==> config.mk <==
export PLATFORM = sky130hd
export DESIGN_NAME = serial_subtractor_4b
export DESIGN_NICKNAME = d
export VERILOG_FILES = /design/src/rtl/serial_subtractor_4b_pkg.sv /design/src/rtl/full_subtractor.sv /design/src/rtl/serial_subtractor_4b.sv
export SDC_FILE = /design/constraint.sdc
export NUM_CORES = 1
export LEC_CHECK = 0
export CORE_MARGIN = 4
export CORE_UTILIZATION = 40
export CTS_CLUSTER_DIAMETER = 60
export DETAILED_ROUTE_END_ITERATION = 12
export HOLD_SLACK_MARGIN = 0.1
export PLACE_DENSITY_LB_ADDON = 0.15
export REMOVE_ABC_BUFFERS = 1
export SLEW_MARGIN = 20
export SYNTH_ARGS = -nofsm -noshare
export SYNTH_HDL_FRONTEND = slang
export SYNTH_SLANG_ARGS = --single-unit
export TNS_END_PERCENT = 30
==> constraint.sdc <==
create_clock -name clk -period 1.5 [get_ports clk]
set_clock_uncertainty 0.05 [all_clocks]
set_input_delay 0.3 -clock clk [delete_from_list [all_inputs] [get_ports clk]]
set_output_delay 0.3 -clock clk [all_outputs]
set_load 0.1 [all_outputs]
==> src/rtl/serial_subtractor_4b_pkg.sv <==
// Shared types and constants for the bit-serial subtractor.
package serial_subtractor_4b_pkg;

  localparam int DEFAULT_NBITS = 4;

  typedef enum logic [1:0] {
    IDLE = 2'd0,
    CALC = 2'd1,
    DONE = 2'd2
  } state_t;

  // Counter must be able to hold the value nbits.
  function automatic int cnt_width(input int n);
    return $clog2(n + 1);
  endfunction

endpackage

==> src/rtl/full_subtractor.sv <==
// One-bit combinational full subtractor: d = a - b - bin, with borrow out.
module full_subtractor (
  input  logic a,
  input  logic b,
  input  logic bin,
  output logic d,
  output logic bout
);

  assign d    = a ^ b ^ bin;
  assign bout = (~a & b) | (~(a ^ b) & bin);

endmodule

==> src/rtl/serial_subtractor_4b.sv <==
// Bit-serial subtractor, LSB first, with val/rdy handshakes on both sides.
module serial_subtractor_4b
  import serial_subtractor_4b_pkg::*;
#(
  parameter int nbits = DEFAULT_NBITS
) (
  input  logic             clk,
  input  logic             rst,
  input  logic             in_val,
  output logic             in_rdy,
  input  logic [nbits-1:0] in_a,
  input  logic [nbits-1:0] in_b,
  output logic             out_val,
  input  logic             out_rdy,
  output logic [nbits-1:0] out_diff,
  output logic             out_borrow
);

  localparam int cnt_w = cnt_width(nbits);

  state_t             state_q, state_d;
  logic [cnt_w-1:0]   cnt_q, cnt_d;
  logic [nbits-1:0]   a_q, a_d;
  logic [nbits-1:0]   b_q, b_d;
  logic [nbits-1:0]   res_q, res_d;
  logic               borrow_q, borrow_d;
  logic               d_bit;
  logic               bout_bit;

  full_subtractor u_full_subtractor (
    .a    (a_q[0]),
    .b    (b_q[0]),
    .bin  (borrow_q),
    .d    (d_bit),
    .bout (bout_bit)
  );

  always_comb begin
    // NOTE: every signal gets its hold value first so no path leaves it unassigned and infers a latch.
    state_d  = state_q;
    cnt_d    = cnt_q;
    a_d      = a_q;
    b_d      = b_q;
    res_d    = res_q;
    borrow_d = borrow_q;
    unique case (state_q)
      IDLE: begin
        if (in_val) begin
          a_d      = in_a;
          b_d      = in_b;
          res_d    = '0;
          borrow_d = 1'b0;
          cnt_d    = '0;
          state_d  = CALC;
        end
      end
      CALC: begin
        a_d      = a_q >> 1;
        b_d      = b_q >> 1;
        res_d    = {d_bit, res_q[nbits-1:1]};
        borrow_d = bout_bit;
        cnt_d    = cnt_q + 1'b1;
        if (cnt_q == cnt_w'(nbits - 1)) state_d = DONE;
      end
      DONE: begin
        if (out_rdy) state_d = IDLE;
      end
      default: state_d = IDLE;
    endcase
  end

  // NOTE: the datapath shift registers are reset too, because out_diff and out_borrow come straight from them and must read zero in reset.
  always_ff @(posedge clk or posedge rst) begin
    if (rst) begin
      state_q  <= IDLE;
      cnt_q    <= '0;
      a_q      <= '0;
      b_q      <= '0;
      res_q    <= '0;
      borrow_q <= 1'b0;
    end else begin
      // NOTE: non-blocking so every flop samples the pre-edge values regardless of statement order.
      state_q  <= state_d;
      cnt_q    <= cnt_d;
      a_q      <= a_d;
      b_q      <= b_d;
      res_q    <= res_d;
      borrow_q <= borrow_d;
    end
  end

  assign in_rdy     = (state_q == IDLE) && !rst;
  assign out_val    = (state_q == DONE);
  assign out_diff   = res_q;
  assign out_borrow = borrow_q;

endmodule

==> results of run 1 <==
-- power breakdown --
group	switching [mW]	internal (mW)	leakage (nW)
Sequential	0.164	0.708	0.222
Clock	0.134	0.0930	0.0138
Combinational	0.947	0.689	0.294
-- routing by layer --
metal | GRT usage (%) | wire length, um | vias to the layer above | part of all wire (%)
li1 | - | - | 308 | -
met4 | 8.30 | 44 | 0 | 2.6
met1 | 20.8 | 788 | 309 | 47
met2 | 17.1 | 744 | 20 | 44
met5 | 0 | 0 | - | 0
met3 | 3.60 | 103 | 4 | 6.1
-- through the flow --
stage | util [%] | worst slack (ns) | instances | total power, mW | hold slack (ns)
finish | 60.0 | -0.0109 | 121 | 2.74 | 0.140
global placement | 57.2 | -0.140 | 116 | 2.43 | 0.423
floorplan | - | -1.45 | 66 | 1.89 | 0.189
CTS | 60.0 | -0.0380 | 121 | 2.76 | 0.138
global route | 60.0 | -0.0611 | 121 | 2.93 | 0.143
detailed placement | 57.2 | -0.188 | 116 | 2.46 | 0.424
-- cells in the final DEF (no fill, tap or decap), drive strengths merged, types with 3 or more instances in the layout --
master	count
nor2b	4
buf	14
a211oi	3
clkbuf	3
dfrtp	18
a22o	6
inv	9
clkdlybuf4s50	10
nand2b	3
nor3b	3
nor4b	4
-- synth_stat cells, drive strengths merged (2+ instances only) --
cell type / n
ha: 2
a211oi: 3
dfrtp: 18
nor3b: 3
a222oi: 2
a32o: 2
nor4b: 4
nor2: 2
buf: 4
nand2b: 3
inv: 9
a22o: 6
nor2b: 4
o2bb2ai: 2
-- critical path: stages, from the launching register on --
cell and delay, ns:
dfrtp_2 0.43, nor3_2 0.15, buf_4 0.14, buf_12 0.16
-- final cells by class --
cell class / instances / area share, %
timing repair buffer: 25 / 25.3
sequential: 18 / 38.1
multi-input combinational: 39 / 29.0
tap: 27 / 2.84
inverter: 9 / 2.84
clock buffer: 3 / 1.89
-- sequential cells by signal, indices dropped and copies added, names as in the netlist --
register    count
a_q             4
cnt_q           3
state_q         2
b_q             4
out_diff        4
out_borrow      1
-- repair_timing --
action / CTS / global route
pin swaps: 1 / 1
endpoints found under the setup margin: 2 / 2
setup buffers: 2 / 0
gates resized for setup: 7 / 0
hold endpoints to repair: 0 / 0
cloned: 0 / 0
-- worst paths after layout --
kind,to,slack [ns],cells after the start
setup / recovery,in_rdy,-0.01,3
hold / removal,cnt_q[0]$_DFFE_PP0P_,0.14,3
setup reg to reg,b_q[0]$_DFFE_PP0P_,0.16,4
hold reg to reg,cnt_q[2]$_DFFE_PP0P_,0.45,1
max in group asynchronous,state_q[0]$_DFFE_PP0P_,1.05,3
min in group clk,cnt_q[2]$_DFFE_PP0P_,0.45,1
-- cells by family after synthesis --
logic type,Yosys count,share of synthesized area [%]
AO/OA/AOI/OAI,18,18.6
multiplexers,1,1.33
AND/OR/NAND/NOR,17,13.4
flip-flops,18,53.0
buffers and inverters,14,8.39
adder cells (fa/ha/maj),3,5.30
==> results.json, run 1 <==
{
  "first_global_vias": 586,
  "yosysWarnings": 0,
  "place_area_mm2": 0.00113,
  "critPathMaxFanout": 3,
  "reg2reg_from": "state_q[1]$_DFFE_PP0P_",
  "synth-seq-cells": 18,
  "netlist_area_um2": 850,
  "drv_slew": 0,
  "syn_inst": 71,
  "die_w_um": 54.1,
  "rsz0062_at_grt": "yes",
  "finalHoldViolCount": 0,
  "cts_inserted_buffers": 3,
  "cts_tree": "done",
  "hold_buffers": 0,
  "core_mm2": 0.00198,
  "clockBufferDepth": 2,
  "grt_overflow": 0,
  "area_growth_pct": 40.1,
  "io_buffers": 18,
  "io_pins": 19,
  "regArea_um2": 453,
  "clkLatencyLatePin_ns": 0.28,
  "leakage_nw": 0.529,
  "drt_wl_total_um": 1680,
  "antenna_found_initial": 0,
  "critPathLaunchType": "flop",
  "die_h_um": 54.1,
  "worst_slack_ns": -0.0109,
  "clk_pin_slew_ns": 0.10,
  "required_ns": 1.15,
  "grt_use_total_pct": 13.8,
  "numClockSinks": 18,
  "die_area_mm2": 0.00293,
  "vdd_drop_max_v": 0.00147,
  "fin_nets": 111,
  "status": "finished, violations left",
  "crit_type": "reg2out",
  "viasPerCell": 5.30,
  "ys.flop_type": "dfrtp_1",
  "hp-class": "in2async",
  "end_kind": "primary output",
  "violations": "negative setup slack",
  "fmax_mhz": 662,
  "grt_max_degree": 19,
  "synth_area_leaders": "dfrtp_1 (53%), a22o_1 (6.2%), nor4b_1 (4.1%)",
  "start_util_pct": 42.9,
  "max_cap_viol_count": 0,
  "drtAntennaViolNets": 0,
  "cts-root-buf": "clkbuf_4",
  "finalSetupViolations": 1,
  "power_per_cell_area_mw_per_mm2": 2300,
  "arrival_ns": 1.16,
  "worst_pin_slew_ns": 0.392,
  "drc": 0,
  "final.period_utilization_pct": 101,
  "finalSetupTns_ns": -0.0109,
  "gp_congestion": 0.750,
  "period_needed_ns": 1.51,
  "syn_avg_cell_area_um2": 12.0,
  "rows": 16,
  "synth_edf_count": 0,
  "grt_pass1_wl_um": 2790,
  "slew-limit-headroom_pct": 73.8,
  "synth_top_area_share_pct": 53.0,
  "post_drt_wl_per_cell_um": 13.9,
  "fin_area_mm2": 0.00119,
  "synth_area_leader_cell": "dfrtp_1",
  "htree_levels": 1,
  "vias": 641,
  "synthDistinctLibCells": 22,
  "cp-startpoint": "state_q[1]$_DFFE_PP0P_",
  "drt-initial-drc-count": 16,
  "synthArstFlopShare_pct": 100,
  "final_layout_size_suffix_gt1_share_pct": 25.5,
  "seq_area_frac_synth_pct": 53.0,
  "multiInputGateArea_um2": 345,
  "num-fill-cells": 175,
  "dr.pass1.iters": 4,
  "hpwl_um": 1190,
  "diodes": 0
}
Note: power is estimated with default switching activity, not from simulation.
==> inputs of run 2 (changes only) <==
CTS_CLUSTER_SIZE = 12   (was unset)
==> results of run 2 <==
Final layout, timing and power as in run 1 (identical DEF).
==> inputs of run 3 (changes only) <==
CTS_CLUSTER_DIAMETER = 120   (was 60)
CTS_CLUSTER_SIZE = 16   (was 12)
==> results of run 3 <==
Final layout, timing and power as in run 1 (identical DEF).
